**src/rtl/dec_pkg.sv**
```systemverilog
// Decode-stage package: RISC-V major opcodes and the instruction format code.
package dec_pkg;

  localparam logic [6:0] OP_OP     = 7'b0110011;
  localparam logic [6:0] OP_IMM    = 7'b0010011;
  localparam logic [6:0] OP_LOAD   = 7'b0000011;
  localparam logic [6:0] OP_STORE  = 7'b0100011;
  localparam logic [6:0] OP_BRANCH = 7'b1100011;
  localparam logic [6:0] OP_LUI    = 7'b0110111;
  localparam logic [6:0] OP_AUIPC  = 7'b0010111;
  localparam logic [6:0] OP_JAL    = 7'b1101111;
  localparam logic [6:0] OP_JALR   = 7'b1100111;
  localparam logic [6:0] OP_SYSTEM = 7'b1110011;
  localparam logic [6:0] OP_FENCE  = 7'b0001111;
  localparam logic [6:0] OP_IMM32  = 7'b0011011;  // RV64 only
  localparam logic [6:0] OP_OP32   = 7'b0111011;  // RV64 only

  typedef enum logic [2:0] {
    FMT_R    = 3'd0,
    FMT_I    = 3'd1,
    FMT_S    = 3'd2,
    FMT_B    = 3'd3,
    FMT_U    = 3'd4,
    FMT_J    = 3'd5,
    FMT_NONE = 3'd7
  } fmt_t;

endpackage

```
**src/rtl/dec_stage_if.sv**
```systemverilog
// Decode-stage handshake bundle: upstream instruction in, decoded bundle out.
// master = the side driving instructions and downstream ready; slave = the stage.
interface dec_stage_if #(
  parameter int XLEN = 32,
  parameter int PC_W = 32
);
  logic            i_valid;
  logic            o_ready;
  logic [31:0]     i_inst;
  logic [PC_W-1:0] i_pc;
  logic            i_flush;
  logic            o_valid;
  logic            i_ready;
  logic [PC_W-1:0] o_pc;
  logic [31:0]     o_inst;
  logic [6:0]      o_opcode;
  logic [2:0]      o_funct3;
  logic [6:0]      o_funct7;
  logic [4:0]      o_rd;
  logic [4:0]      o_rs1;
  logic [4:0]      o_rs2;
  logic [2:0]      o_fmt;
  logic [XLEN-1:0] o_imm;
  logic            o_illegal;

  modport master (
    output i_valid, i_inst, i_pc, i_flush, i_ready,
    input  o_ready, o_valid, o_pc, o_inst, o_opcode, o_funct3, o_funct7,
           o_rd, o_rs1, o_rs2, o_fmt, o_imm, o_illegal
  );

  modport slave (
    input  i_valid, i_inst, i_pc, i_flush, i_ready,
    output o_ready, o_valid, o_pc, o_inst, o_opcode, o_funct3, o_funct7,
           o_rd, o_rs1, o_rs2, o_fmt, o_imm, o_illegal
  );
endinterface

```
**src/rtl/dec_imm.sv**
```systemverilog
// Combinational format classifier and immediate generator.
// Every mapped opcode ends in 2'b11, so a bad inst[1:0] lands in the NONE/illegal arm.
module dec_imm
  import dec_pkg::*;
#(
  parameter int XLEN = 32
) (
  input  logic [31:0]     inst,
  output fmt_t            fmt,
  output logic [XLEN-1:0] imm,
  output logic            illegal
);

  logic [31:0] imm32;

  // Classify the opcode, then place immediate bits and sign-extend from inst[31].
  always_comb begin
    case (inst[6:0])
      OP_OP:                                          fmt = FMT_R;
      OP_IMM, OP_LOAD, OP_JALR, OP_SYSTEM, OP_FENCE:  fmt = FMT_I;
      OP_STORE:                                       fmt = FMT_S;
      OP_BRANCH:                                      fmt = FMT_B;
      OP_LUI, OP_AUIPC:                               fmt = FMT_U;
      OP_JAL:                                         fmt = FMT_J;
      OP_IMM32:                                       fmt = (XLEN == 64) ? FMT_I : FMT_NONE;
      OP_OP32:                                        fmt = (XLEN == 64) ? FMT_R : FMT_NONE;
      default:                                        fmt = FMT_NONE;
    endcase

    illegal = (fmt == FMT_NONE);

    case (fmt)
      FMT_I:   imm32 = {{20{inst[31]}}, inst[31:20]};
      FMT_S:   imm32 = {{20{inst[31]}}, inst[31:25], inst[11:7]};
      FMT_B:   imm32 = {{19{inst[31]}}, inst[31], inst[7], inst[30:25], inst[11:8], 1'b0};
      FMT_U:   imm32 = {inst[31:12], 12'h000};
      FMT_J:   imm32 = {{11{inst[31]}}, inst[31], inst[19:12], inst[20], inst[30:21], 1'b0};
      default: imm32 = 32'h0;
    endcase

    // Widen to XLEN: fill with the 32-bit sign, then overlay the low word.
    imm        = {XLEN{imm32[31]}};
    imm[31:0]  = imm32;
  end

endmodule

```
**src/rtl/dec_stage.sv**
```systemverilog
// Registered RV32/RV64 decode stage with valid/ready handshake and flush.
// Optional DEC_SKID_EN: adds a one-entry skid register so o_ready comes from a
// flop with no combinational path from i_ready.
module dec_stage
  import dec_pkg::*;
#(
  parameter int XLEN = 32,
  parameter int PC_W = 32
) (
  input  logic     i_clk,
  input  logic     i_rst,
  dec_stage_if.slave bus
);

  // Payload carried per bundle: pc, raw inst, format, immediate, illegal.
  localparam int PW = PC_W + 32 + 3 + XLEN + 1;

  fmt_t            dec_fmt;
  logic [XLEN-1:0] dec_imm_val;
  logic            dec_illegal;
  logic [PW-1:0]   in_pay;
  logic [PW-1:0]   out_pay_reg;
  logic            out_valid_reg;
  logic            ready;
  logic            in_xfer;
  logic            out_xfer;

  dec_imm #(.XLEN(XLEN)) u_dec_imm (
    .inst    (bus.i_inst),
    .fmt     (dec_fmt),
    .imm     (dec_imm_val),
    .illegal (dec_illegal)
  );

  assign in_pay   = {bus.i_pc, bus.i_inst, dec_fmt, dec_imm_val, dec_illegal};
  assign in_xfer  = bus.i_valid & ready;
  assign out_xfer = out_valid_reg & bus.i_ready;

`ifdef DEC_SKID_EN
  logic          skid_valid_reg;
  logic [PW-1:0] skid_pay_reg;

  assign ready = ~skid_valid_reg;

  // Skid slot catches an input accepted while the output is stalled.
  always_ff @(posedge i_clk or posedge i_rst) begin
    if (i_rst) begin
      skid_valid_reg <= 1'b0;
      skid_pay_reg   <= '0;
    end else if (bus.i_flush) begin
      skid_valid_reg <= 1'b0;
    end else if (out_valid_reg && !bus.i_ready && in_xfer) begin
      skid_valid_reg <= 1'b1;
      skid_pay_reg   <= in_pay;
    end else if (!out_valid_reg || out_xfer) begin
      skid_valid_reg <= 1'b0;
    end
  end

  // Output slot refills from the skid entry first to keep FIFO order.
  always_ff @(posedge i_clk or posedge i_rst) begin
    if (i_rst) begin
      out_valid_reg <= 1'b0;
      out_pay_reg   <= '0;
    end else if (bus.i_flush) begin
      out_valid_reg <= 1'b0;
    end else if (!out_valid_reg || out_xfer) begin
      if (skid_valid_reg) begin
        out_valid_reg <= 1'b1;
        out_pay_reg   <= skid_pay_reg;
      end else if (in_xfer) begin
        out_valid_reg <= 1'b1;
        out_pay_reg   <= in_pay;
      end else begin
        out_valid_reg <= 1'b0;
      end
    end
  end
`else
  assign ready = ~out_valid_reg | bus.i_ready;

  // Single output register: flush wins, then load, then drain on output transfer.
  always_ff @(posedge i_clk or posedge i_rst) begin
    if (i_rst) begin
      out_valid_reg <= 1'b0;
      out_pay_reg   <= '0;
    end else if (bus.i_flush) begin
      out_valid_reg <= 1'b0;
    end else if (in_xfer) begin
      out_valid_reg <= 1'b1;
      out_pay_reg   <= in_pay;
    end else if (out_xfer) begin
      out_valid_reg <= 1'b0;
    end
  end
`endif

  assign bus.o_ready = ready;
  assign bus.o_valid = out_valid_reg;
  assign {bus.o_pc, bus.o_inst, bus.o_fmt, bus.o_imm, bus.o_illegal} = out_pay_reg;

  // Field outputs are raw slices of the registered instruction, even when illegal.
  assign bus.o_opcode = bus.o_inst[6:0];
  assign bus.o_funct3 = bus.o_inst[14:12];
  assign bus.o_funct7 = bus.o_inst[31:25];
  assign bus.o_rd     = bus.o_inst[11:7];
  assign bus.o_rs1    = bus.o_inst[19:15];
  assign bus.o_rs2    = bus.o_inst[24:20];

endmodule

```
**src/flat_wrapper.sv**
```systemverilog
// flat-port wrapper written by rule: the top's interface ports become plain ports
module dec_stage_flat import dec_pkg::*;
#(
  parameter int XLEN = 32,
  parameter int PC_W = 32
)
  (i_clk, i_rst, bus_i_valid, bus_i_inst, bus_i_pc, bus_i_flush, bus_i_ready, bus_o_ready, bus_o_valid, bus_o_pc, bus_o_inst, bus_o_opcode, bus_o_funct3, bus_o_funct7, bus_o_rd, bus_o_rs1, bus_o_rs2, bus_o_fmt, bus_o_imm, bus_o_illegal);
  dec_stage_if #(.XLEN(XLEN), .PC_W(PC_W)) bus_i ();
  input  logic i_clk;
  input  logic i_rst;
  input wire logic [$bits(bus_i.i_valid)-1:0] bus_i_valid;
  input wire logic [$bits(bus_i.i_inst)-1:0] bus_i_inst;
  input wire logic [$bits(bus_i.i_pc)-1:0] bus_i_pc;
  input wire logic [$bits(bus_i.i_flush)-1:0] bus_i_flush;
  input wire logic [$bits(bus_i.i_ready)-1:0] bus_i_ready;
  output wire logic [$bits(bus_i.o_ready)-1:0] bus_o_ready;
  output wire logic [$bits(bus_i.o_valid)-1:0] bus_o_valid;
  output wire logic [$bits(bus_i.o_pc)-1:0] bus_o_pc;
  output wire logic [$bits(bus_i.o_inst)-1:0] bus_o_inst;
  output wire logic [$bits(bus_i.o_opcode)-1:0] bus_o_opcode;
  output wire logic [$bits(bus_i.o_funct3)-1:0] bus_o_funct3;
  output wire logic [$bits(bus_i.o_funct7)-1:0] bus_o_funct7;
  output wire logic [$bits(bus_i.o_rd)-1:0] bus_o_rd;
  output wire logic [$bits(bus_i.o_rs1)-1:0] bus_o_rs1;
  output wire logic [$bits(bus_i.o_rs2)-1:0] bus_o_rs2;
  output wire logic [$bits(bus_i.o_fmt)-1:0] bus_o_fmt;
  output wire logic [$bits(bus_i.o_imm)-1:0] bus_o_imm;
  output wire logic [$bits(bus_i.o_illegal)-1:0] bus_o_illegal;
  assign bus_i.i_valid = bus_i_valid;
  assign bus_i.i_inst = bus_i_inst;
  assign bus_i.i_pc = bus_i_pc;
  assign bus_i.i_flush = bus_i_flush;
  assign bus_i.i_ready = bus_i_ready;
  assign bus_o_ready = bus_i.o_ready;
  assign bus_o_valid = bus_i.o_valid;
  assign bus_o_pc = bus_i.o_pc;
  assign bus_o_inst = bus_i.o_inst;
  assign bus_o_opcode = bus_i.o_opcode;
  assign bus_o_funct3 = bus_i.o_funct3;
  assign bus_o_funct7 = bus_i.o_funct7;
  assign bus_o_rd = bus_i.o_rd;
  assign bus_o_rs1 = bus_i.o_rs1;
  assign bus_o_rs2 = bus_i.o_rs2;
  assign bus_o_fmt = bus_i.o_fmt;
  assign bus_o_imm = bus_i.o_imm;
  assign bus_o_illegal = bus_i.o_illegal;
  dec_stage #(.XLEN(XLEN), .PC_W(PC_W)) u_core (.i_clk(i_clk), .i_rst(i_rst), .bus(bus_i));
endmodule
```
**config.mk**
```make
export PLATFORM = sky130hd
export DESIGN_NAME = dec_stage_flat
export DESIGN_NICKNAME = d
export VERILOG_FILES = /design/src/rtl/dec_pkg.sv /design/src/rtl/dec_stage_if.sv /design/src/rtl/dec_imm.sv /design/src/rtl/dec_stage.sv /design/src/flat_wrapper.sv
export SDC_FILE = /design/constraint.sdc
export NUM_CORES = 1
export LEC_CHECK = 0
export CORE_AREA = 2 2 104 106
export CTS_CLUSTER_DIAMETER = 30
export DETAILED_ROUTE_END_ITERATION = 10
export DIE_AREA = 0 0 106 108
export HOLD_SLACK_MARGIN = 0.08
export PLACE_DENSITY = 0.85
export SYNTH_ARGS = -nofsm -noshare
export SYNTH_HDL_FRONTEND = slang
export SYNTH_SLANG_ARGS = --single-unit
export TNS_END_PERCENT = 100
```
**constraint.sdc**
```tcl
create_clock -name i_clk -period 5.9 [get_ports i_clk]
set_input_delay 1.475 -clock i_clk [delete_from_list [all_inputs] [get_ports i_clk]]
set_output_delay 1.475 -clock i_clk [all_outputs]
set_load 0.02 [all_outputs]
```
==> flow_metrics.py, run 1 <==
metrics = {
    "status": {
        "status": "complete, no violations",
    },
    "critical_path": {
        "r2r_cells": 5,
        "required_ps": 4430,
        "cp_max_fo": 3,
        "critical_path_depth": 4,
        "cp_top_family": "buffers and inverters",
        "r2r_slack_ps": 3570,
        "crit_buf_inv": 3,
        "crit_path_start_kind": "input port",
        "cp-end-kind": "primary output",
        "cp.arrival_ps": 2730,
        "cpMostUsedCell": "clkdlybuf4s50_1",
        "path_cells": "clkdlybuf4s50_1 -> nor2b_1 -> inv_1 -> clkdlybuf4s50_1",
        "cpPeakStageDelay_ps": 540,
        "critPathKind": "input port to primary output",
        "critical-path-slowest-cell": "clkdlybuf4s50_1",
    },
    "sta": {
        "rsz0062_at_grt": "false",
        "tns_ps": 0,
        "fmax_mhz": 238.0,
        "timing_hold_violations_final": 0,
        "finalCritPeriodShare": 0.7123,
        "slew_violations": 0,
        "setup_viol": 0,
        "fin_crit_ps": 4202,
        "final.setup_skew_ps": 13.07,
        "worst_slew_pin_slew_ps": 1145,
        "max-slew-margin-rel": 0.2344,
    },
    "synthesis": {
        "syn_area_um2": 4631,
        "synth-async-reset-ratio": 1.000,
        "synth_xor_area_frac": 0,
        "synth_top_family_by_area": "simple AND/OR/NAND/NOR gates",
        "synth_nets": 570,
        "synth_edf_count": 0,
        "synthFlopType": "dfrtp_1",
        "synthCells": 501,
        "syn_area_per_cell_um2": 9.243,
        "seq_area_frac_synth": 0.5458,
        "synthAdderAreaFrac": 0,
        "synthDistinctLibCells": 47,
        "yosys_warnings": 0,
        "muxShareOfSynthArea": 0.002162,
        "yosys.area_share.simple": 0.2210,
        "synth_compound_area_frac": 0.1435,
        "synth_seq_cells": 101,
    },
    "floorplanning": {
        "coreArea_um2": 10230,
        "die_h_um": 108,
        "die_x_um": 106,
        "rows": 37,
        "die-area_um2": 11450,
        "pin_count": 203,
        "initial_core_util": 0.4526,
    },
    "clock_network": {
        "post_cts_buffers": 0,
        "cts_made_buffers": 9,
        "cts_tree": "built",
        "clock-sinks": 101,
        "clkSlewWorstSetupHoldPaths_ps": 90,
        "cts_max_level": 3,
        "ctsHoldBuffers": 0,
        "cts_root_buf": "clkbuf_8",
        "clock_latency_ps": 360,
        "cts_resized": 0,
        "clockBufferDepth": 2,
    },
    "finish": {
        "largest_reg_flops": 100,
        "area_growth_pct": 44.72,
        "drive_above_1_share": 0.07402,
        "final_nets": 726,
        "final_area_um2": 6701,
        "n_antenna_cell": 0,
        "fill_cells": 829,
    },
    "drt": {
        "viasPerCell": 5.079,
        "ant_nets": 0,
        "remaining_drc_errors": 0,
        "avgRoutedWirePerCell_um": 15.75,
        "first_pass_iters": 4,
        "drt_iter0_markers": 223,
        "postRouteWirelength_um": 12570,
        "vias": 4053,
    },
    "power": {
        "powerDensity_nw_per_um2": 273.7,
        "comb_power_share": 0.289,
        "pwr-share-seq": 0.441,
        "swShare": 0.3092,
        "leakage_nw": 3.035,
        "p_int_w": 0.001267,
        "switchingPower_w": 0.0005671,
        "peakVddDrop_uv": 183.4,
        "clkPwrFrac": 0.270,
    },
    "flow_run": {
        "drv_cap": 0,
    },
    "place": {
        "placed_area_um2": 6470,
        "port_buffers": 202,
        "dp_hpwl_um": 9201,
        "place_congestion": 0.9537,
    },
    "global_routing": {
        "grt_usage": 0.2203,
        "grt_pass1_vias": 4109,
        "grt_pass1_wl_um": 20130,
        "antenna_found_initial": 0,
        "grt_max_degree": 69,
        "overflow": 0,
    },
    "worst_hold_path": {
        "worstHoldPathType": "flip-flop to flip-flop",
        "holdPathStages": 2,
    },
}
metrics by stage:
step | cells | total power, W | setup slack, ps | hold WS (ps) | utilization
3_5_place_dp | 782 | 0.001356 | 1706 | 462.3 | 0.6324
3_3_place_gp | 782 | 0.001341 | 1717 | 457.1 | 0.6324
2_1_floorplan | 501 | 0.001105 | 1778 | 589.4 | -
6_report | 798 | 0.001834 | 1698 | 480.1 | 0.6550
4_1_cts | 798 | 0.001852 | 1702 | 483.2 | 0.6550
5_1_grt | 798 | 0.001916 | 1642 | 504.0 | 0.6550
cells by family after synthesis:
logic type	after synthesis
simple gates	249
flops	101
compound gates	85
buf+inv	65
mux	1
cells in the final DEF (no fill, tap or decap), drive strengths merged, types with 3 or more instances in the layout:
master and count:
or3b 3, nand2 218, dfrtp 101, clkdlybuf4s50 202, nor2b 5, a22o 10, a21o 5, o22a 4
clkbuf 10, nand3 3, nand2b 3, and3 3, a22oi 9, o21ai 29, buf 4, nor2 6
inv 5, a21oi 14
power groups by stage:
stage	registers, W	logic [W]	clock network [W]
floorplan	0.000904	0.000201	0
global placement	0.000818	0.000523	0
detailed placement	0.000823	0.000533	0
CTS	0.000810	0.000535	0.000506
global route	0.000817	0.000565	0.000534
finish	0.000809	0.000530	0.000494
worst register-to-register path: stages (launching register included):
cell and delay (ps):
dfrtp_1 390, nor2b_1 160, inv_1 70, nand3b_1 760, buf_4 570, o31ai_1 280
worst paths after layout:
check	from	to
setup / recovery	bus_i_ready	bus_o_ready
max in group asynchronous	i_rst	u_core.out_pay_reg[37]
setup reg to reg	u_core.bus.o_valid	u_core.out_pay_reg[32]
hold / removal	u_core.out_pay_reg[93]	u_core.out_pay_reg[93]
hold reg to reg	u_core.out_pay_reg[93]	u_core.out_pay_reg[93]
min in group asynchronous	i_rst	u_core.out_pay_reg[74]
cell usage after synthesis (all sizes together) (3+ instances only):
master / instances / area (um^2)
nand2: 218 / 818.3
dfrtp: 101 / 2527
buf: 41 / 315.3
o21ai: 29 / 220.2
clkbuf: 20 / 75.07
a21oi: 14 / 81.33
a22o: 10 / 87.58
a22oi: 9 / 67.56
nor2: 6 / 25.03
a21o: 5 / 37.54
nor2b: 5 / 31.28
inv: 4 / 15.01
o22a: 4 / 35.03
and3: 3 / 23.77
nand2b: 3 / 18.77
nand3: 3 / 15.01
or3b: 3 / 28.78
final cells by class:
| class | instances | area (um^2) | share of cell area |
|---|---|---|---|
| Clock inverter | 6 | 93.84 | 0.01400 |
| Inverter | 4 | 17.52 | 0.002614 |
| Timing Repair Buffer | 206 | 2052 | 0.3062 |
| Multi-Input combinational cell | 335 | 1703 | 0.2541 |
| Sequential cell | 101 | 2527 | 0.3771 |
| Tap cell | 136 | 170.2 | 0.02539 |
| Clock buffer | 10 | 137.6 | 0.02054 |
layer usage:
layer  vias to the layer above  wire [um]  GRT usage
met5                         -          0          0
met4                         0        242    0.07801
met3                        29        892    0.04461
met2                       179       6377     0.3866
met1                      1938       5054     0.2719
li1                       1907          -          -
No activity file was read; power rests on OpenSTA's default activity.
==> run 2, diff against run 1 <==
- CORE_AREA: 2 2 104 106 -> 2 2 114 116
- DIE_AREA: 0 0 106 108 -> 0 0 116 118
- PLACE_DENSITY: 0.85 -> 0.75
- clock period: 5.9 -> 3.6 ns (I/O delays scaled with it)
==> run 2 against run 1 <==
Net effect: critical path depth stayed put; sequential share of layout area is 0.78 points lower; utilization is 10 points lower; critical path type unchanged; largest cell class unchanged; highest routed layer unchanged.
==> flow_metrics.py, run 2 (synthesis gave the netlist of run 1 again) <==
metrics = {
    "floorplanning": {
        "initial_core_util": 0.3730,
        "rows": 41,
        "die-area_um2": 13690,
        "die_x_um": 116,
        "die_h_um": 118,
        "coreArea_um2": 12410,
        "pin_count": 203,
    },
    "finish": {
        "final_cell_mix": "nand2_1, clkdlybuf4s50_1, dfrtp_1, o21ai_2, a21oi_1",
        "area_growth_pct": 47.77,
        "drive_above_1_share": 0.06928,
        "final_nets": 728,
        "largest_reg_flops": 100,
        "fin_util": 0.5512,
        "n_antenna_cell": 0,
        "final_common_cell": "nand2_1",
        "final_area_um2": 6843,
    },
    "critical_path": {
        "rr_startpoint": "u_core.bus.o_valid",
        "required_ps": 2700,
        "critPathKind": "input port to primary output",
        "path_cells": "clkdlybuf4s50_1 -> nor2b_1 -> inv_1 -> clkdlybuf4s50_1",
        "crit_path_start_kind": "input port",
        "r2r_cells": 6,
        "r2r_slack_ps": 1730,
        "r2r_end": "u_core.out_pay_reg[70]",
        "critical-path-slowest-cell": "clkdlybuf4s50_1",
        "cp.arrival_ps": 2190,
        "cp_max_fo": 3,
        "cpMostUsedCell": "clkdlybuf4s50_1",
        "cpPeakStageDelay_ps": 540,
        "cp-end-kind": "primary output",
    },
    "worst_hold_path": {
        "holdPathEnd": "u_core.out_pay_reg[93]",
        "hp-start": "u_core.out_pay_reg[93]",
        "holdPathStages": 2,
        "worstHoldPathType": "flip-flop to flip-flop",
    },
    "drt": {
        "postRouteWirelength_um": 12670,
        "top_layer": "met4",
        "vias": 3992,
        "wl_met1_um": 5527,
        "ant_nets": 0,
        "drt_iter0_markers": 205,
        "wl_met3_um": 1054,
        "avgRoutedWirePerCell_um": 15.15,
        "first_pass_iters": 4,
        "remaining_drc_errors": 0,
        "viasPerCell": 4.775,
        "wl_met2_um": 5867,
    },
    "sta": {
        "finalCritPeriodShare": 0.8577,
        "fin_crit_ps": 3088,
        "tns_ps": 0,
        "hold_ws_ps": 473.7,
        "fmax_mhz": 323.9,
        "setup_viol": 0,
        "slew_violations": 0,
        "timing_hold_violations_final": 0,
        "final.setup_skew_ps": 3.676,
        "worst_slew_pin_slew_ps": 685.3,
        "rsz0062_at_grt": "false",
        "max-slew-margin-rel": 0.5431,
    },
    "global_routing": {
        "antenna_found_initial": 0,
        "overflow": 0,
        "grt_max_degree": 102,
        "grt_usage": 0.1901,
        "grt_pass1_wl_um": 20540,
        "grt_pass1_vias": 4000,
    },
    "clock_network": {
        "cts_root_buf": "clkbuf_16",
        "clockBufferDepth": 2,
        "post_cts_buffers": 0,
        "cts_max_level": 3,
        "cts_resized": 0,
        "clock_latency_ps": 350,
        "clock-sinks": 101,
        "ctsHoldBuffers": 0,
        "cts_made_buffers": 9,
        "clkSlewWorstSetupHoldPaths_ps": 60,
        "cts_tree": "built",
    },
    "place": {
        "placed_area_um2": 6555,
        "dp_hpwl_um": 9108,
        "place_congestion": 0.9043,
        "port_buffers": 202,
    },
    "power": {
        "swShare": 0.2959,
        "clkPwrFrac": 0.305,
        "p_int_w": 0.002226,
        "switchingPower_w": 0.0009356,
        "comb_power_share": 0.275,
        "p_total_w": 0.003162,
        "leakage_nw": 3.081,
        "peakVddDrop_uv": 251.3,
        "pwr-share-seq": 0.420,
        "powerDensity_nw_per_um2": 462.1,
    },
    "status": {
        "status": "complete, no violations",
    },
    "flow_run": {
        "drv_cap": 0,
    },
}
run 2: layer usage:
layer / vias up / track usage
met5: - / 0
met1: 1884 / 0.2525
met4: 0 / 0.07664
li1: 1919 / -
met3: 15 / 0.05355
met2: 174 / 0.2917
run 2: through the flow:
stage,setup slack (ps),instances
finish,512.4,836
detailed placement,429.5,820
global placement,535.1,820
CTS,512.3,836
global route,491.8,836
floorplan,52.87,501
run 2: layout make-up:
type,count,area (um^2)
fillers,1137,5572
clock buffers,15,257.7
clock inverters,1,30.03
well taps,172,215.2
multi-input cells,335,1703
inverters,4,17.52
repair buffers,208,2092
flip-flops and latches,101,2527
run 2: worst max path at each step:
stage | slack (ps) | startpoint | endpoint
6_report | 510 | bus_i_ready | bus_o_ready
5_1_grt | 490 | bus_i_ready | bus_o_ready
4_1_cts | 510 | bus_i_ready | bus_o_ready
3_5_place_dp | 430 | bus_i_inst[6] | u_core.out_pay_reg[18]
3_3_place_gp | 540 | bus_i_inst[6] | u_core.out_pay_reg[17]
2_1_floorplan | 50 | i_rst | u_core.bus.o_valid
run 2: power groups by stage:
stage	Clock (W)	Sequential (W)	Combinational [W]
finish	0.000963	0.00133	0.000870
CTS	0.000985	0.00133	0.000880
global placement	0	0.00134	0.000866
detailed placement	0	0.00135	0.000876
global route	0.00104	0.00134	0.000931
floorplan	0	0.00148	0.000329
run 2: worst max-delay path: cells and delay by family:
| family | cells | cell delay (ps) |
|---|---|---|
| buffers and inverters | 3 | 1040 |
| and+or+nand+nor | 1 | 240 |
==> run 3, diff against run 2 <==
- CELL_PAD_IN_SITES_DETAIL_PLACEMENT: unset -> 0
- CELL_PAD_IN_SITES_GLOBAL_PLACEMENT: unset -> 1
- CORE_AREA: 2 2 114 116 -> 2 2 132 134
- DIE_AREA: 0 0 116 118 -> 0 0 134 136
- PLACE_DENSITY: 0.75 -> unset
- PLACE_DENSITY_LB_ADDON: unset -> 0.1
==> run 3 against run 2 <==
Net effect: flip-flop and latch count is the same; total power grew 3.1%; clock-buffer cell count shrank 4; routed wire length grew 7.8%; sequential power is essentially flat.
==> flow_metrics.py, run 3 (synthesis gave the netlist of run 1 again) <==
metrics = {
    "status": {
        "status": "complete, no violations",
    },
    "clock_network": {
        "clock_latency_ps": 350,
        "clockBufferDepth": 2,
        "clkSlewWorstSetupHoldPaths_ps": 70,
        "post_cts_buffers": 0,
        "cts_made_buffers": 9,
        "cts_max_level": 3,
        "cts_resized": 0,
        "clock-sinks": 101,
        "cts_tree": "built",
        "cts_root_buf": "clkbuf_16",
        "ctsHoldBuffers": 0,
    },
    "power": {
        "swShare": 0.2999,
        "comb_power_share": 0.268,
        "pwr-share-seq": 0.407,
        "peakVddDrop_uv": 215.8,
        "p_total_w": 0.003259,
        "p_int_w": 0.002282,
        "switchingPower_w": 0.0009774,
        "clkPwrFrac": 0.325,
        "powerDensity_nw_per_um2": 467.9,
        "leakage_nw": 3.102,
    },
    "sta": {
        "fin_crit_ps": 3048,
        "finalCritPeriodShare": 0.8467,
        "final.setup_skew_ps": 4.754,
        "max-slew-margin-rel": 0.5457,
        "worst_slew_pin_slew_ps": 681.4,
        "tns_ps": 0,
        "slew_violations": 0,
        "timing_hold_violations_final": 0,
        "setup_viol": 0,
        "fmax_mhz": 328.1,
        "rsz0062_at_grt": "false",
    },
    "finish": {
        "final_cell_mix": "nand2_1, clkdlybuf4s50_1, dfrtp_1, o21ai_2, a21oi_1",
        "drive_above_1_share": 0.07658,
        "area_growth_pct": 50.42,
        "largest_reg_flops": 100,
        "final_common_cell": "nand2_1",
        "final_nets": 730,
        "n_antenna_cell": 0,
        "fin_util": 0.4127,
    },
    "global_routing": {
        "grt_pass1_vias": 3968,
        "overflow": 0,
        "grt_max_degree": 68,
        "antenna_found_initial": 0,
        "grt_usage": 0.1515,
        "grt_pass1_wl_um": 21410,
    },
    "critical_path": {
        "cp.arrival_ps": 2150,
        "crit_path_start_kind": "input port",
        "cp-end-kind": "primary output",
        "cp_max_fo": 3,
        "critPathKind": "input port to primary output",
        "required_ps": 2700,
    },
    "drt": {
        "viasPerCell": 4.446,
        "postRouteWirelength_um": 13650,
        "ant_nets": 0,
        "remaining_drc_errors": 0,
        "first_pass_iters": 4,
        "vias": 3961,
        "drt_iter0_markers": 184,
        "avgRoutedWirePerCell_um": 15.32,
    },
    "floorplanning": {
        "die_x_um": 134,
        "die_h_um": 136,
        "initial_core_util": 0.2744,
        "coreArea_um2": 16880,
        "pin_count": 203,
        "rows": 48,
        "die-area_um2": 18220,
    },
    "place": {
        "port_buffers": 202,
        "dp_hpwl_um": 9824,
        "place_congestion": 0.8074,
    },
    "flow_run": {
        "drv_cap": 0,
    },
    "worst_hold_path": {
        "worstHoldPathType": "flip-flop to flip-flop",
    },
}
run 3: changes by cell type in the layout (fill, tap and decap cells not counted):
cell        delta
bufinv_16      +1
buf_12         +1
buf_4          +1
clkbuf_8       -1
clkinvlp_4     +2
clkbuf_1       -3
inv_6          +1
run 3: power by group through the flow:
stage / clock network (W) / logic (W) / registers [W]
floorplan: 0 / 0.000329 / 0.00148
global placement: 0 / 0.000883 / 0.00134
detailed placement: 0 / 0.000886 / 0.00135
CTS: 0.00109 / 0.000889 / 0.00133
global route: 0.00115 / 0.000937 / 0.00134
finish: 0.00106 / 0.000875 / 0.00133
run 3: stage by stage:
stage	worst slack [ps]	cells	hold WS, ps	instance area, um^2
6_report	551.9	891	472.1	6965
5_1_grt	496.8	891	496.6	6965
4_1_cts	542.5	891	477.8	6965
3_5_place_dp	403.3	875	461.3	6649
3_3_place_gp	490.6	875	457.7	6649
2_1_floorplan	52.87	501	589.4	4631
run 3: worst paths after layout:
kind                                         from                     end  slack, ps  depth (start not counted)
min in group asynchronous                   i_rst  u_core.out_pay_reg[75]        950                          2
max in group asynchronous                   i_rst   u_core.out_pay_reg[7]       1990                          3
setup / recovery                      bus_i_ready             bus_o_ready        550                          4
hold reg to reg            u_core.out_pay_reg[74]  u_core.out_pay_reg[74]        470                          2
hold / removal             u_core.out_pay_reg[74]  u_core.out_pay_reg[74]        470                          2
setup reg to reg               u_core.bus.o_valid   u_core.out_pay_reg[5]       1800                          6
run 3: worst max-delay path, stage by stage:
cell,delay [ps]
clkdlybuf4s50_1,400
nor2b_1,210
inv_1,90
clkdlybuf4s50_1,540
run 3: cell type report:
| type | instances | area [um^2] |
|---|---|---|
| clock buffer | 11 | 232.7 |
| clock inverter | 5 | 83.83 |
| fill | 1647 | 9911 |
| inverter | 4 | 17.52 |
| multi-input combinational | 335 | 1703 |
| sequential | 101 | 2527 |
| tap | 225 | 281.5 |
| timing repair buffer | 210 | 2120 |
run 3: metal layers:
metal | GRT usage | part of all wire
met5 | 0 | 0
met4 | 0.05674 | 0.017
met3 | 0.04400 | 0.076
met2 | 0.2345 | 0.45
met1 | 0.2014 | 0.45
